### src/rtl/instr_fetch_pkg.sv
// Shared definitions for the instruction fetch stage.
//   fetch_state_t : fetch FSM state encoding (BOOT / RUN / HALT)
//   NOP_WORD      : default instruction word used for pipeline bubbles
package instr_fetch_pkg;

  typedef enum logic [1:0] {
    ST_BOOT = 2'd0,
    ST_RUN  = 2'd1,
    ST_HALT = 2'd2
  } fetch_state_t;

  localparam logic [31:0] NOP_WORD = 32'h0000_0000;

endpackage

### src/rtl/instr_fetch_if_id_reg.sv
// IF/ID pipeline register.
//   clk, rst_n   : clock, asynchronous active-low reset
//   i_load       : capture i_instr / i_pc_plus1 as a valid instruction
//   i_flush      : replace contents with a bubble (takes priority over load)
//   i_instr      : instruction word from memory
//   i_pc_plus1   : PC+1 of that instruction
//   o_instr, o_pc_plus1, o_valid : registered IF/ID contents
// With neither load nor flush the register holds (stall).
module instr_fetch_if_id_reg
  import instr_fetch_pkg::*;
#(
  parameter logic [31:0] NOP_INSTR = NOP_WORD
) (
  input  logic        clk,
  input  logic        rst_n,
  input  logic        i_load,
  input  logic        i_flush,
  input  logic [31:0] i_instr,
  input  logic [31:0] i_pc_plus1,
  output logic [31:0] o_instr,
  output logic [31:0] o_pc_plus1,
  output logic        o_valid
);

  logic [31:0] r_instr;
  logic [31:0] r_pc_plus1;
  logic        r_valid;

  always_ff @(posedge clk or negedge rst_n) begin
    if (!rst_n) begin
      r_instr    <= NOP_INSTR;
      r_pc_plus1 <= 32'd0;
      r_valid    <= 1'b0;
    end else if (i_flush) begin
      // A bubble looks exactly like the reset contents.
      r_instr    <= NOP_INSTR;
      r_pc_plus1 <= 32'd0;
      r_valid    <= 1'b0;
    end else if (i_load) begin
      r_instr    <= i_instr;
      r_pc_plus1 <= i_pc_plus1;
      r_valid    <= 1'b1;
    end
  end

  assign o_instr    = r_instr;
  assign o_pc_plus1 = r_pc_plus1;
  assign o_valid    = r_valid;

endmodule

### src/rtl/instr_fetch.sv
// Instruction fetch stage: owns the word-indexed PC, addresses INSTR_MEM
// combinationally and captures the returned word into the IF/ID register.
//   clk, rst_n          : clock, asynchronous active-low reset
//   imem_addr/imem_data : combinational instruction memory interface
//   stall               : hold PC, IF/ID and fetch counter
//   redirect/redirect_pc: load PC and flush IF/ID (wins over stall)
//   halt                : sticky stop, left only through reset
//   if_id_*             : IF/ID register contents for decode
//   fetch_cnt           : saturating count of valid fetches
//   fetch_fault         : sticky, PC left 0..MEM_DEPTH-1
//   halted              : FSM is in HALT
module instr_fetch
  import instr_fetch_pkg::*;
#(
  parameter logic [31:0] RESET_PC  = 32'd0,
  parameter int          MEM_DEPTH = 129,
  parameter logic [31:0] NOP_INSTR = NOP_WORD,
  parameter int          CNT_W     = 16
) (
  input  logic             clk,
  input  logic             rst_n,
  output logic [31:0]      imem_addr,
  input  logic [31:0]      imem_data,
  input  logic             stall,
  input  logic             redirect,
  input  logic [31:0]      redirect_pc,
  input  logic             halt,
  output logic [31:0]      if_id_instr,
  output logic [31:0]      if_id_pc_plus1,
  output logic             if_id_valid,
  output logic [CNT_W-1:0] fetch_cnt,
  output logic             fetch_fault,
  output logic             halted
);

  localparam logic [31:0] LP_DEPTH = 32'(MEM_DEPTH);

  fetch_state_t     r_state;
  logic [31:0]      r_pc;
  logic [CNT_W-1:0] r_cnt;
  logic             r_fault;
  logic             r_halted;

  logic        w_run;
  logic        w_oor;
  logic        w_load;
  logic        w_flush;
  logic [31:0] w_pc_plus1;

  assign w_run      = (r_state == ST_RUN);
  assign w_oor      = (r_pc >= LP_DEPTH);
  assign w_pc_plus1 = r_pc + 32'd1;

  // Halt and out-of-range flush even without redirect; BOOT keeps the
  // reset bubble in place so decode sees exactly one bubble after reset.
  assign w_flush = (r_state == ST_BOOT) | (w_run & (halt | w_oor | redirect));
  assign w_load  = w_run & ~halt & ~w_oor & ~redirect & ~stall;

  always_ff @(posedge clk or negedge rst_n) begin
    if (!rst_n) begin
      r_state  <= ST_BOOT;
      r_pc     <= RESET_PC;
      r_cnt    <= '0;
      r_fault  <= 1'b0;
      r_halted <= 1'b0;
    end else begin
      case (r_state)
        ST_BOOT: r_state <= ST_RUN;
        ST_RUN: begin
          if (halt) begin
            r_state  <= ST_HALT;
            r_halted <= 1'b1;
          end else if (w_oor) begin
            r_state  <= ST_HALT;
            r_halted <= 1'b1;
            r_fault  <= 1'b1;
          end else if (redirect) begin
            r_pc <= redirect_pc;
          end else if (!stall) begin
            r_pc <= w_pc_plus1;
            if (r_cnt != '1) r_cnt <= r_cnt + CNT_W'(1);
          end
        end
        ST_HALT: r_halted <= 1'b1;
        default: begin
          r_state  <= ST_HALT;
          r_halted <= 1'b1;
        end
      endcase
    end
  end

  instr_fetch_if_id_reg #(
    .NOP_INSTR (NOP_INSTR)
  ) u_if_id (
    .clk        (clk),
    .rst_n      (rst_n),
    .i_load     (w_load),
    .i_flush    (w_flush),
    .i_instr    (imem_data),
    .i_pc_plus1 (w_pc_plus1),
    .o_instr    (if_id_instr),
    .o_pc_plus1 (if_id_pc_plus1),
    .o_valid    (if_id_valid)
  );

  assign imem_addr   = r_pc;
  assign fetch_cnt   = r_cnt;
  assign fetch_fault = r_fault;
  assign halted      = r_halted;

endmodule

### config.mk
export PLATFORM = sky130hd
export DESIGN_NAME = instr_fetch
export DESIGN_NICKNAME = d
export VERILOG_FILES = /design/src/rtl/instr_fetch_pkg.sv /design/src/rtl/instr_fetch_if_id_reg.sv /design/src/rtl/instr_fetch.sv
export SDC_FILE = /design/constraint.sdc
export NUM_CORES = 1
export LEC_CHECK = 0
export ABC_AREA = 1
export CAP_MARGIN = 20
export CORE_ASPECT_RATIO = 0.7
export CORE_MARGIN = 2
export CORE_UTILIZATION = 42
export CTS_CLUSTER_SIZE = 20
export DETAILED_ROUTE_END_ITERATION = 8
export MAX_ROUTING_LAYER = met4
export PLACE_DENSITY = 0.77
export RECOVER_POWER = 25
export SETUP_SLACK_MARGIN = 0.3
export SLEW_MARGIN = 20
export SYNTH_ARGS = -nofsm -noshare
export SYNTH_HDL_FRONTEND = slang
export SYNTH_SLANG_ARGS = --single-unit
### constraint.sdc
create_clock -name clk -period 1.6 [get_ports clk]
set_input_delay 0.24 -clock clk [delete_from_list [all_inputs] [get_ports clk]]
set_output_delay 0.24 -clock clk [all_outputs]
set_load 0.05 [all_outputs]
; ---- Word level (Yosys, flattened, before mapping)
; Cells that the tools add are included.
; W data, S select, Z words.
[word_totals]
ff_bits = 117
in_bits = 69
output_inout_bits = 115
word_cells = 51
[classes]
add_sub_neg = 2
n_lt_le_gt_ge = 1
n_eq_ne = 5
n_mux = 14
bitwise = 14
n_reduce_logical = 7
[op_table]
columns = op, count
row1 = $mux W32, 6
row2 = $add A32 B1 Y32 const B, 1
row3 = $ge A32 B8 Y1 const B, 1
row4 = $add A16 B1 Y16 const B, 1
row5 = $ne A16 B16 Y1 const B, 1
row6 = $not A1 Y1, 6
row7 = $pmux W2 S3, 1
row8 = $reduce_and A6 Y1, 1
row9 = $and A1 B1 Y1, 5
row10 = $mux W1, 4
row11 = $mux W2, 2
row12 = $reduce_and A2 Y1, 2
row13 = $reduce_and A4 Y1, 1
row14 = $ne A3 B2 Y1 const B, 1
row15 = $or A1 B1 Y1, 3
row16 = $reduce_and A3 Y1, 1
row17 = $eq A2 B1 Y1 const B, 1
row18 = $eq A2 B2 Y1 const B, 1
row19 = $logic_not A2 Y1, 1
row20 = $ne A2 B1 Y1 const B, 1
row21 = $pmux W1 S2, 1
row22 = $reduce_bool A2 Y1, 1

; ---- Logic depth before layout (Yosys ltp)
; Gate-level depths: netlist of run 1.
[depth]
depth_word = 7
ltp_mapped = 12
ltp_nobuf = 12

; ---- Cells and area by module
; Synthesis of run 1 repeated with hierarchy kept, for this count alone.
[unflattened]
hier_cells = 867
area_unflattened_um2 = 6616.3
[modules_own_cells]
columns = mod, n_inst, cells_per_inst, area_per_inst_um2, seq_area_each_um2
row1 = instr_fetch, 1, 587, 4001.3, 1301.2
row2 = instr_fetch_if_id_reg, 1, 280, 2615.0, 1626.6

; ---- Least setup slack after synthesis of run 1
; No wires, ideal clock.
[synth_path]
path_kind = register to register
from = reg r_pc[1], in the netlist imem_addr[1]
to = reg u_if_id.r_pc_plus1[10], in the netlist u_if_id.o_pc_plus1[10]
setup_time_ns = 0.116
arrival_ns = 1.948
required_time_ns = 1.484
slack_ns = -0.464
path_stages_with_launch = 12
path_buffers = 1
synth_period_minus_slack_ns = 2.064
path_cell_list = dfrtp_1 inv_1 ha_1 nor2_1 nand2_1 nor2_1 nor2_2 nor2_4 nand3_2 nand2_2 buf_6 nor2_2
[synth_via]
elab_chain_cells = 6
word_cells_on_any_way = 13
cone_classes = add/sub (1) / order compare (1) / mux (2) / bitwise (8) / reduce/logical (1)
[synth_lines]
columns = element, line
row1 = from (decl), instr_fetch.sv:39  ; logic [31:0] r_pc;
row2 = from (signal assigned), instr_fetch.sv:78  ; r_pc <= redirect_pc;
row3 = from (signal assigned), instr_fetch.sv:80  ; r_pc <= w_pc_plus1;
row4 = $ge A32 B8 Y1, instr_fetch.sv:51  ; assign w_oor = (r_pc >= LP_DEPTH);
row5 = $or A1 B1 Y1 or $not A1 Y1 (tied branches), --
row6 = $or A1 B1 Y1 or $and A1 B1 Y1 (tied branches), "instr_fetch.sv:56, instr_fetch.sv:57"
row7 = "$and A1 B1 Y1, on equally long branches", "instr_fetch.sv:56, instr_fetch.sv:57"
row8 = $or A1 B1 Y1 or $and A1 B1 Y1 (tied branches), "instr_fetch.sv:56, instr_fetch.sv:57"
row9 = $mux W32 or $reduce_bool A2 Y1 (tied branches), --
row10 = to (signal assigned), instr_fetch_if_id_reg.sv:41  ; r_pc_plus1 <= i_pc_plus1;
row11 = to (decl), instr_fetch_if_id_reg.sv:26  ; logic [31:0] r_pc_plus1;
; Several ways; a longest one is shown, not always the timed one. The select of a mux whose other input is x is not followed.
; A chain may end at the register's enable or synchronous reset.

; ---- Worst setup path after layout of run 1
[layout_path]
from = reg r_pc[14], in the netlist imem_addr[14]
to = reg u_if_id.r_pc_plus1[14], in the netlist u_if_id.o_pc_plus1[14]
; Same word-level chain as after synthesis.

==> metrics.md, run 1 <==
| Metric | Value |
|---|---|
| Reg2reg path depth | 10 |
| Drt via density | 5.308 |
| Source-to-sink clock delay at the later pin of the worst-skew pair | 0.42 ns |
| Clock edge transition at the registers on the reported setup and hold paths | 0.06 ns |
| Total wire length | 24.00 mm |
| Netlist area before placement | 6186 sq um |
| Final Net Count | 1219 |
| Number of pins exceeding their max-slew limit in the final report | 0 |
| IO Pins | 184 |
| Kind of end point of the critical path | register |
| Die Width | 149.1 um |
| Standard-cell rows | 37 |
| Layout cells sized above 1 | 38.57% |
| Final global-route overflow total | 0 |
| Capture instance of the worst register-to-register path | u_if_id.o_pc_plus1[14] |
| Synthesized area per cell | 7.355 sq um |
| Data arrival time of the worst path | 2.28 ns |
| Footprint of the multi-input gates | 3302 sq um |
| R2R Setup Slk | -0.33 ns |
| DR WL/cell | 17.73 um |
| TritonCTS clock tree | built |
| Final total power | 7.274 mW |
| Seq/Total Area, Yosys | 47.33% |
| Non-Filler Cell Area, Final | 10950 sq um |
| CP Launch Type | register |
| Yosys warnings | 0 |
| Max capacitance violation total | 0 |
| Post-synthesis cell count | 841 |
| Via count of the first global-routing pass | 6556 |
| Worst slew margin | 47.69% |
| Synthesized Nets | 914 |
| Gr usage total | 28.10% |
| Highest attainable clock frequency | 517.0 MHz |
| Unique masters post-synth | 30 |
| Worst min-delay path startpoint | imem_data[6] |
| Count of port buffers added during placement | 183 |
| Antenna violations before repair | 0 |
| Unrepaired setup endpoints after global routing | true |
| Cts bufs inserted | 17 |
| Core area | 14540 sq um |
| Leakage power | 5.587 nW |
| Setup Skew | 0.01379 ns |
| Violated checks | setup timing |
| Antenna diode count | 0 |
| Worst hold slack across all endpoints | 0.3776 ns |
| Fin crit period | 1.934 ns |
| Worst setup slack after layout | -0.3341 ns |
| Remaining routing DRC violations | 0 |
| Cell chosen for the clock root | clkbuf_16 |
| Count of TritonRoute iterations in the first routing pass | 5 |
| Endpoints failing setup | 118 |
| Reg area | 2973 sq um |
| End of the worst hold path | u_if_id.o_instr[6] |
| Antenna violation net count after detailed routing | 0 |
| TritonCTS sink count | 117 |
| Largest net degree at the start of global routing | 51 |
| Total number of vias | 7187 |
| HPWL after DPL | 14.20 mm |
| Number of filler cells placed in the layout | 993 |
| Number of levels the H-tree was split into | 4 |
| Crit share post-route | 120.9% |
| Hold Fails Final Rpt | 0 |
| Number of synthesized register bits | 117 |
| Hold crit path type | in -> reg |
| Layout overhead on the synthesized area | 76.98% |
| Routability congestion estimate from global placement | 1.007 |
| Violation count after the first detailed-routing iteration | 744 |
| Placed Area | 8843 sq um |
| Die Y | 105.5 um |
| Number of buffers on the longest clock path | 2 |
| Initial cell density of the core | 42.55% |
| VDD IR-drop max | 0.0008206 V |
| First-pass GRT wire length | 33.64 mm |
| Die Footprint | 15730 sq um |
| Worst setup path category | reg -> reg |
| Highest net fanout along the worst path | 10 |
| Total power divided by cell area | 664.4 nW/um^2 |
| Beginning of the worst register-to-register path | imem_addr[14] |
| Cell count of the worst hold path | 3 |
| Run status | finished with violations |
| Transition time at the pin with the least slew margin | 0.7846 ns |
| Critical path required time | 1.94 ns |
per-stage QoR:
step	setup TNS [ns]	util [%]	setup slack [ns]	std cells
2_1_floorplan	-20.20	-	-0.2304	841
3_3_place_gp	-17.61	60.84	-0.2343	1279
3_5_place_dp	-23.02	60.84	-0.2577	1279
4_1_cts	-13.34	69.80	-0.1682	1333
5_1_grt	-40.14	75.31	-0.4092	1354
6_report	-31.79	75.31	-0.3341	1354
how the worst max path moves through the flow:
stage / from / to / slack, ns / cells after the start
2_1_floorplan: imem_addr[1] / u_if_id.o_pc_plus1[10] / -0.23 / 11
3_3_place_gp: redirect / imem_addr[22] / -0.23 / 9
3_5_place_dp: redirect / u_if_id.o_pc_plus1[23] / -0.26 / 7
4_1_cts: imem_addr[0] / u_if_id.o_pc_plus1[25] / -0.17 / 11
5_1_grt: imem_addr[14] / u_if_id.o_instr[9] / -0.41 / 10
6_report: imem_addr[14] / u_if_id.o_pc_plus1[14] / -0.33 / 10
area by class of cell:
cell class,count,share of cell area (%)
repair buffers,318,32.19
inverters,82,2.834
well taps,195,2.229
multi-input cells,610,30.16
clock inverters,15,1.543
clock buffers,17,3.886
flip-flops and latches,117,27.15
layer usage:
metal | up-vias | part of all wire [%] | global-route usage, %
met5 | - | 0 | -
met2 | 446 | 47 | 42.56
met1 | 3410 | 41 | 38.67
li1 | 3256 | - | -
met3 | 75 | 9.3 | 6.147
met4 | 0 | 2.9 | 6.939
cell usage after synthesis (all sizes together):
master / instances / share of area [%]
a21oi: 1 / 0.081
buf: 24 / 2.5
clkbuf: 9 / 0.55
dfrtp: 117 / 47
ha: 4 / 0.81
inv: 82 / 5.0
mux2i: 2 / 0.32
nand2: 312 / 19
nand3: 115 / 9.5
nand3b: 1 / 0.12
nand4: 21 / 2.2
nor2: 115 / 8.2
nor3: 3 / 0.32
o211ai: 1 / 0.12
o21ai: 17 / 1.4
o21bai: 1 / 0.12
or2: 1 / 0.10
xnor2: 6 / 0.85
xor2: 9 / 1.3
critical path: stages, from the launching register on:
cell and delay [ns]:
dfrtp_2 0.42, nor2_1 0.15, nand2_1 0.12, nor2_4 0.16, nand3_4 0.12, nor2_4 0.25
nand2_2 0.16, nand2_8 0.16, nand2_8 0.09, buf_12 0.15, nor2_2 0.08
sequential cells by signal, indices dropped and copies added, names as in the netlist:
name / flops
imem_addr: 32
r_state: 2
fetch_fault: 1
u_if_id.o_valid: 1
u_if_id.o_instr: 32
u_if_id.o_pc_plus1: 32
fetch_cnt: 16
halted: 1
cell usage in the layout, fill, tap and decap left out, drive strengths merged:
master	synthesis	routed
dlygate4sd3	0	1
nand3b	1	1
bufinv	0	2
mux2i	2	2
o211ai	1	1
or2	1	1
nor2	115	115
buf	24	240
o21ai	17	17
ha	4	4
nand3	115	115
dfrtp	117	117
a21oi	1	1
inv	82	88
xnor2	6	6
nand2	312	312
clkdlybuf4s50	0	67
nor3	3	3
clkinv	0	5
clkbuf	9	27
clkinvlp	0	2
xor2	9	9
nand4	21	22
o21bai	1	1
cells by family after synthesis:
logic type      Yosys count  share of synthesized area (%)
flops                   117                          47.33
buf+inv                 115                          8.070
fa+ha+maj                 4                         0.8091
xor+xnor                 15                          2.124
mux                       2                         0.3236
compound gates           20                          1.699
simple gates            568                          39.64
what timing repair did:
| action | CTS | global route |
|---|---|---|
| gates cloned | 4 | 8 |
| pin swaps | 6 | 32 |
| resized for setup | 128 | 145 |
| buffers inserted | 17 | 13 |
| setup endpoints to repair | 162 | 165 |
| endpoints found under the hold margin | 24 | 0 |
| hold buffers | 1 | 0 |
power breakdown:
part	leakage [nW]	switching (mW)	internal, mW	total, mW
clock network	0.288	1.55	2.33	3.88
registers	1.45	0.00131	2.96	2.96
logic	3.84	0.222	0.207	0.428
(Power assumes the default switching activity.)
==> inputs of run 2 (changes only) <==
--- a/config.mk
+++ b/config.mk
@@ -13,7 +13,7 @@
 export CTS_CLUSTER_SIZE = 20
 export DETAILED_ROUTE_END_ITERATION = 8
 export MAX_ROUTING_LAYER = met4
-export PLACE_DENSITY = 0.77
+export PLACE_DENSITY = 0.74
 export RECOVER_POWER = 25
 export SETUP_SLACK_MARGIN = 0.3
 export SLEW_MARGIN = 20
==> constraint.sdc (replaced) <==
create_clock -name clk -period 1.82 [get_ports clk]
set_input_delay 0.273 -clock clk [delete_from_list [all_inputs] [get_ports clk]]
set_output_delay 0.273 -clock clk [all_outputs]
set_load 0.05 [all_outputs]
==> run 2 against run 1 <==
  * The run now ends clean
  * Non-clock buffer count fell by 64
  * Hold slack better by 0.037 ns
  * Via count shrank 10%
  * Total power decreased by 8.0%
  * Sequential share of layout area is 3.8 points higher
  * Critical endpoint is now fetch_cnt[9]
  * Largest cell class is now flip-flops and latches
  * Highest routed layer unchanged
==> metrics.md, run 2 (same netlist as run 1, synthesis figures left out) <==
| Metric | Value |
|---|---|
| Run status | complete, no violations |
| HPWL after DPL | 13.92 mm (-2.0%) |
| Total number of vias | 6455 (-10%) |
| Largest net degree at the start of global routing | 55 (+7.8%) |
| Via count of the first global-routing pass | 6107 (-6.8%) |
| Largest stage delay on the critical path | 0.42 ns (about the same) |
| Number of levels the H-tree was split into | 4 (unchanged) |
| Final total power | 6.690 mW (-8.0%) |
| Violation count after the first detailed-routing iteration | 575 (-23%) |
| Drt via density | 5.004 (-5.7%) |
| Number of pins exceeding their max-slew limit in the final report | 0 (unchanged) |
| Antenna violation net count after detailed routing | 0 (unchanged) |
| Final global-route overflow total | 0 (unchanged) |
| First-pass GRT wire length | 31.00 mm (-7.8%) |
| Worst-path cell with the longest stage delay | dfrtp_2 |
| Worst hold slack across all endpoints | 0.4150 ns (+0.03735 ns) |
| Non-Filler Cell Area, Final | 9590 sq um (-12%) |
| Source-to-sink clock delay at the later pin of the worst-skew pair | 0.41 ns (about the same) |
| Worst setup path category | reg -> reg |
| R2R Setup Slk | 0.03 ns (+0.36 ns) |
| Antenna violations before repair | 0 (unchanged) |
| Hold crit path type | in -> reg |
| Die Width | 149.1 um (unchanged) |
| Endpoints failing setup | 0 (-100%) |
| Fin crit period | 1.789 ns (-0.1450 ns) |
| Worst setup slack after layout | 0.03092 ns (+0.3650 ns) |
| Remaining routing DRC violations | 0 (unchanged) |
| Worst slew margin | 53.03% (+5.3 points) |
| CP Launch Type | register |
| IO Pins | 184 (unchanged) |
| Max capacitance violation total | 0 (unchanged) |
| Clock edge transition at the registers on the reported setup and hold paths | 0.06 ns (about the same) |
| Cell chosen for the clock root | clkbuf_16 |
| Initial cell density of the core | 42.55% (unchanged) |
| TritonCTS sink count | 117 (unchanged) |
| VDD IR-drop max | 0.0006585 V (-20%) |
| Placed Area | 8596 sq um (-2.8%) |
| Antenna diode count | 0 (unchanged) |
| Cts bufs inserted | 17 (unchanged) |
| Highest attainable clock frequency | 558.9 MHz (+8.1%) |
| DR WL/cell | 15.26 um (-14%) |
| Layout cells sized above 1 | 29.32% (-9.3 points) |
| Cell count of the worst hold path | 3 (unchanged) |
| Gr usage total | 25.76% (-2.3 points) |
| Die Y | 105.5 um (unchanged) |
| Ordered cell list for the critical path | ha_2 > nor2_1 > nand2_1 > nor2_4 > nor2_4 > nor2_4 > buf_6 > nand4_4 > nand2_1 > nand2_1 |
| Transition time at the pin with the least slew margin | 0.7046 ns (-0.08005 ns) |
| Most common cell after layout, fill and taps aside | nand2_1 |
| Reg2reg path depth | 10 (unchanged) |
| Standard-cell rows | 37 (unchanged) |
| Layout overhead on the synthesized area | 55.04% |
| Most frequent cells in the layout | 299 x nand2_1, 111 x nand3_1, 110 x buf_4 |
| Hold Fails Final Rpt | 0 (unchanged) |
| Core area | 14540 sq um (unchanged) |
| Crit share post-route | 98.30% (-23 points) |
| Data arrival time of the worst path | 2.09 ns (-0.19 ns) |
| Total power divided by cell area | 697.6 nW/um^2 (+5.0%) |
| Number of buffers on the longest clock path | 2 (unchanged) |
| Die Footprint | 15730 sq um (unchanged) |
| TritonCTS clock tree | built |
| Total wire length | 19.69 mm (-18%) |
| Count of TritonRoute iterations in the first routing pass | 5 (unchanged) |
| Worst setup timing slack at the placement stage | -0.06584 ns (+0.1919 ns) |
| Routability congestion estimate from global placement | 0.9653 (-4.1%) |
| Leakage power | 4.776 nW (-15%) |
| Final Net Count | 1155 (-5.3%) |
| Setup Skew | 0.009786 ns (-0.004000 ns) |
| Critical path required time | 2.12 ns (+0.18 ns) |
| Count of port buffers added during placement | 183 (unchanged) |
| Kind of end point of the critical path | register |
| Final core utilization | 65.98% (-9.3 points) |
| Highest net fanout along the worst path | 8 (-2) |
| Unrepaired setup endpoints after global routing | true |
-- run 2: cell count changes in the layout (fill, tap and decap cells not counted), sizes merged, moves of 3 or more --
| cell | delta |
|---|---|
| clkbuf | -5 |
| bufinv | +3 |
| buf | -110 |
| inv | -4 |
| clkdlybuf4s15 | +52 |
-- run 2: stage by stage --
stage	TNS (ns)	instances
final	0	1290
after global routing	-3.577	1290
after CTS	0	1283
after detailed placement	-1.008	1247
after global placement	-0.3839	1247
after floorplan	-0.2121	841
-- run 2: worst max-delay path, delay by kind of cell (launching register included) --
| family | cells | cell delay, ns |
|---|---|---|
| flip-flops | 1 | 0.42 |
| buffers and inverters | 1 | 0.17 |
| AND/OR/NAND/NOR | 8 | 0.92 |
| adder cells (fa/ha/maj) | 1 | 0.18 |
-- run 2: final timing paths --
check / from / endpoint
worst min-delay path: imem_data[26] / u_if_id.o_instr[26]
worst max register to register: imem_addr[0] / fetch_cnt[9]
worst max-delay path: imem_addr[0] / fetch_cnt[9]
max in group asynchronous: rst_n / fetch_cnt[0]
min in group asynchronous: rst_n / imem_addr[30]
worst min register to register: halted / halted
-- run 2: cell type report --
class | count | area, sq um
fill | 1219 | 4946
sequential | 117 | 2970
clock inverter | 14 | 226.5
tap | 195 | 244.0
timing repair buffer | 254 | 2462
multi-input combinational | 610 | 2950
inverter | 82 | 307.8
clock buffer | 18 | 429.2
-- run 2: where the power goes --
| group | switching, mW | internal, mW | total, mW |
|---|---|---|---|
| logic | 0.168 | 0.171 | 0.339 |
| clock network | 1.30 | 2.45 | 3.75 |
| registers | 0.000686 | 2.60 | 2.60 |
-- run 2: per-layer routing --
metal	wire [um]	global-route usage, %	vias to the layer above
li1	-	-	3125
met1	8986	36.21	3061
met2	8936	38.25	249
met3	1584	5.844	20
met4	179	5.714	0
met5	0	-	-
-- run 2: what timing repair did --
action | in CTS | in global routing
hold buffers | 1 | 0
buffers inserted | 2 | 5
hold endpoints to repair | 23 | 0
gates resized for setup | 173 | 36
pin swaps | 4 | 7
endpoints found under the setup margin | 169 | 117
cloned | 1 | 2
==> inputs of run 3 (changes only) <==
--- a/config.mk
+++ b/config.mk
@@ -6,7 +6,6 @@
 export NUM_CORES = 1
 export LEC_CHECK = 0
 export ABC_AREA = 1
-export CAP_MARGIN = 20
 export CORE_ASPECT_RATIO = 0.7
 export CORE_MARGIN = 2
 export CORE_UTILIZATION = 42
@@ -16,7 +15,7 @@
 export PLACE_DENSITY = 0.74
 export RECOVER_POWER = 25
 export SETUP_SLACK_MARGIN = 0.3
-export SLEW_MARGIN = 20
+export SLEW_MARGIN = 10
 export SYNTH_ARGS = -nofsm -noshare
 export SYNTH_HDL_FRONTEND = slang
 export SYNTH_SLANG_ARGS = --single-unit
==> results of run 3 <==
Same layout as run 2: the final DEF is identical, and so are final timing and power.
==> edit 1: new RTL, settings of run 1 <==
Encoding of `fetch_state_t`: now one-hot (3 bits for 3 states).
--- a/src/rtl/instr_fetch_pkg.sv
+++ b/src/rtl/instr_fetch_pkg.sv
@@ -5,6 +5,6 @@
 
-  typedef enum logic [1:0] {
-    ST_BOOT = 2'd0,
-    ST_RUN  = 2'd1,
-    ST_HALT = 2'd2
+  typedef enum logic [2:0] {
+    ST_BOOT = 3'b001,
+    ST_RUN  = 3'b010,
+    ST_HALT = 3'b100
   } fetch_state_t;
Check against the original RTL: no difference found for any inputs over 4 cycles, from zero or initial values and one cycle with rst_n low; so few cycles prove little.
==> edit 1 against run 1 <==
- the run still ends with negative setup slack left
- sequential cell count rose by 1
- combinational power is essentially flat
- cell area decreased by 5.1%
- first-iteration DRC count down 33%
- routed wire length fell by 11%
- clock power grew 5.9%
- area after synthesis about the same
- worst setup slack improved by 0.14 ns
- non-clock buffer count is 7 lower
- power grew 3.5%
- critical path type unchanged
==> edit 1: results (changes against run 1) <==
[power_and_ir_drop]
power_density_nw_per_um2 = 724  ; +9.0%
power_leakage_uw = 0.00508  ; -9.2%
comb_power_share_pct = 5.7  ; -0.2 points
p_clk_share_pct = 54.6  ; +1.2 points
cellInternalPower_uw = 5840  ; +6.1%

[layout]
nClkBuffers = 18  ; +1
nonClkBufAreaFrac_pct = 31.2  ; -0.95 points
n_all_buffers = 311  ; -2.2%
seqCellArea_sq_um = 3000  ; +1.1%

[cts]
ctsResizeCount = 134  ; +4.7%
cts_setup_buffers = 15  ; -2

[routing]
drtIter0Drc = 498  ; -33%
route.met3.wl_um = 1760  ; -21%
met2_wirelength_um = 9560  ; -15%

[yosys]
synthMuxAreaShare_pct = 0.971  ; +0.65 points
synth_area_leaders = dfrtp_1 (47%), nand2_1 (15%), nand4_1 (9.9%)
ys_seq_area_share_pct = 47.8  ; +0.45 points
synth_cell_types = 41  ; +37%
synthXorXnorAreaFrac_pct = 2.98  ; +0.85 points
synth_commonest_cells = nand2_1 (251), dfrtp_1 (117), nand4_1 (98), nor2_1 (98), inv_1 (72)
syn_nets = 870  ; -4.8%
synth_compound_area_share_pct = 2.65  ; +0.95 points

[status]
violations = negative setup slack
outcome = finished with violations

[worst_setup_path]
arrival_ns = 2.08  ; -0.20 ns
r2r-end = imem_addr[20]$_DFFE_PN0P_
rr_startpoint = imem_addr[27]$_DFFE_PN0P_
cp_max_fo = 7  ; -3
r2r_cells = 9  ; -1

[global_routing]
track_usage_pct = 26.7  ; -1.4 points
grt_pass1_wl_um = 32400  ; -3.7%
grt_pass1_vias = 6380  ; -2.7%
grt_max_degree = 40  ; -22%
met3_usage_pct = 4.72  ; -1.4 points

[timing]
worst_slack_ns = -0.190  ; +0.144 ns
setup_viol_count_final = 114  ; -3.4%
tns_ns = -14.82  ; +16.97 ns

[place]
dp_hpwl_um = 14400  ; +1.1%
pre_cts_ws_ns = -0.162  ; +0.0958 ns
dpl_cell_area_sq_um = 8810  ; -0.40%
gp_congestion = 0.942  ; -6.4%

[worst_hold_path]
hold_path.startpoint = imem_data[4]
hold_end = u_if_id.o_instr[4]$_DFFE_PN0P_

==> edit 1: changes by cell type in the layout (fill, tap and decap cells not counted), sizes merged, moves of 8 or more <==
cell   change
nand2     -60
nand4     +77
nand3     -75
nor2      -14
o21ai      +8
inv       -11
==> edit 1: how the worst max path moves through the flow <==
stage	to	slack, ns	depth (start not counted)	startpoint
global placement	fetch_cnt[1]$_DFFE_PN0P_	-0.15	9	halt
finish	imem_addr[20]$_DFFE_PN0P_	-0.19	9	imem_addr[27]$_DFFE_PN0P_
global route	imem_addr[23]$_DFFE_PN0P_	-0.30	10	imem_addr[0]$_DFFE_PN0P_
floorplan	imem_addr[7]$_DFFE_PN0P_	-0.16	11	imem_addr[1]$_DFFE_PN0P_
CTS	u_if_id.o_pc_plus1[31]$_DFFE_PN0P_	-0.13	10	imem_addr[11]$_DFFE_PN0P_
detailed placement	imem_addr[20]$_DFFE_PN0P_	-0.16	11	imem_addr[10]$_DFFE_PN0P_
==> edit 2: new RTL, config.mk and constraints of run 1 <==
Made on the original files. Change the parameter `CNT_W` from 16 to 12.
--- a/src/rtl/instr_fetch.sv
+++ b/src/rtl/instr_fetch.sv
@@ -17,3 +17,3 @@
   parameter logic [31:0] NOP_INSTR = NOP_WORD,
-  parameter int          CNT_W     = 16
+  parameter int          CNT_W     = 12
 ) (
Interface: changed (resized fetch_cnt); port bits go from 184 to 180. The function was not compared with the original's and may differ.
==> edit 2 against run 1 <==
- the run still ends with negative setup slack left
- sequential cell count fell by 4
- first-iteration DRC count fell by 24%
- worst setup slack improved by 0.090 ns
- maximum frequency rose by 4.9%
- cell area fell by 4.6%
- power fell by 6.0%
- via count fell by 7.7%
- synthesized cell count fell by 5.5%
- area after synthesis fell by 1.5%
- routed wire length fell by 7.4%
- clock power fell by 8.0%
- critical path depth did not move
- largest cell class unchanged
- largest power group unchanged
==> edit 2: results (changes against run 1) <==
[place]
pre_cts_ws_ns = -0.265  ; -0.00686 ns
dp_hpwl_um = 13800  ; -3.0%
dp.cells = 1223  ; -4.4%
gp_congestion = 0.974  ; -3.3%
portBuffers = 179  ; -2.2%

[power_and_ir_drop]
power_leakage_uw = 0.00520  ; -6.9%
cellInternalPower_uw = 5080  ; -7.6%
ir_worst_vdd_v = 0.000613  ; -25%

[worst_hold_path]
hp-class = in -> async

[yosys]
synth_commonest_cells = nand2_1 (278), dfrtp_1 (113), nand3_1 (110), inv_1 (87), nor2_1 (73)
syn_inst = 795  ; -5.5%
ys_seq_area_share_pct = 46.4  ; -0.92 points
syn_nets = 868  ; -5.0%

[routing]
num_vias = 6634  ; -7.7%
wl_per_cell_um = 17.3  ; -2.5%
vias_per_cell = 5.16  ; -2.8%
drtPass1Iterations = 6  ; +1
drtIter0Drc = 566  ; -24%

[global_routing]
track_usage_pct = 28.1  ; -0.037 points
grt_pass1_vias = 6302  ; -3.9%
grt_max_degree = 77  ; +51%

[timing]
worst_slack_ns = -0.244  ; +0.0897 ns
setup_viol_count_final = 110  ; -6.8%
relSlewSlack_pct = 34.8  ; -13 points
fin_skew_ns = 0.0126  ; -0.00116 ns

[status]
violations = negative setup slack
outcome = finished with violations

[layout]
drive_gt1_share_pct = 39.5  ; +0.94 points

[worst_setup_path]
cp_max_fo = 41  ; +31
arrival_ns = 2.15  ; -0.13 ns

-- edit 2: worst paths after layout --
check | startpoint | to | slack (ns) | cells past startpoint
min in group clk | imem_data[21] | u_if_id.o_instr[21]$_DFFE_PN0P_ | 0.37 | 3
hold reg to reg | halted$_DFFE_PN0P_ | halted$_DFFE_PN0P_ | 0.47 | 2
setup reg to reg | imem_addr[14]$_DFFE_PN0P_ | u_if_id.o_instr[16]$_DFFE_PN0P_ | -0.24 | 10
max in group asynchronous | rst_n | imem_addr[1]$_DFFE_PN0P_ | 0.20 | 3
hold / removal | rst_n | halted$_DFFE_PN0P_ | 0.14 | 2
setup / recovery | imem_addr[14]$_DFFE_PN0P_ | u_if_id.o_instr[16]$_DFFE_PN0P_ | -0.24 | 10
-- edit 2: metal layers --
| metal | wire length (um) | up-vias | track usage, % |
|---|---|---|---|
| li1 | - | 3067 | - |
| met1 | 9320 | 3162 | 38.8 |
| met3 | 1990 | 48 | 6.64 |
| met4 | 499 | 0 | 7.82 |
| met2 | 10400 | 357 | 41.4 |
| met5 | 0 | - | - |
-- edit 2: cell type report --
type	instances	area [sq um]	area share, %
Sequential cell	113	2870	27.5
Clock buffer	17	425	4.07
Clock inverter	15	125	1.20
Inverter	87	329	3.15
Tap cell	190	238	2.28
Multi-Input combinational cell	563	3180	30.5
Timing Repair Buffer	301	3280	31.4
-- edit 2: cell families (layout without fill, tap and decap cells) --
kind of cell / Yosys count / count (layout) / share of synthesized area (%)
AND/OR/NAND/NOR: 519 / 519 / 39.4
buffers and inverters: 119 / 420 / 8.83
flip-flops: 113 / 113 / 46.4
AO/OA/AOI/OAI: 22 / 22 / 1.89
XOR/XNOR: 13 / 13 / 1.87
multiplexers: 5 / 5 / 0.821
adder cells (fa/ha/maj): 4 / 4 / 0.821
-- edit 2: stage by stage --
stage                     total power, uW  setup TNS [ns]
after global routing                 7030          -30.41
after global placement               3300          -17.78
after CTS                            6830          -20.55
after floorplan                      3010          -15.53
after detailed placement             3300          -21.35
final                                6830          -20.84
-- edit 2: what timing repair did --
item                       in CTS  in global routing
buffers inserted               15                  7
resized for setup             162                 95
hold buffers                    1                  0
setup endpoints to repair     152                155
pin swaps                      15                 46
cloned                          5                  3
hold endpoints to repair      113                  0
-- edit 2: power by group through the flow --
| stage | combinational, uW | clock, uW | sequential [uW] |
|---|---|---|---|
| after floorplan | 88.2 | 0 | 2920 |
| after global placement | 384 | 0 | 2910 |
| after detailed placement | 387 | 0 | 2910 |
| after CTS | 394 | 3580 | 2860 |
| after global routing | 438 | 3730 | 2860 |
| final | 402 | 3570 | 2860 |
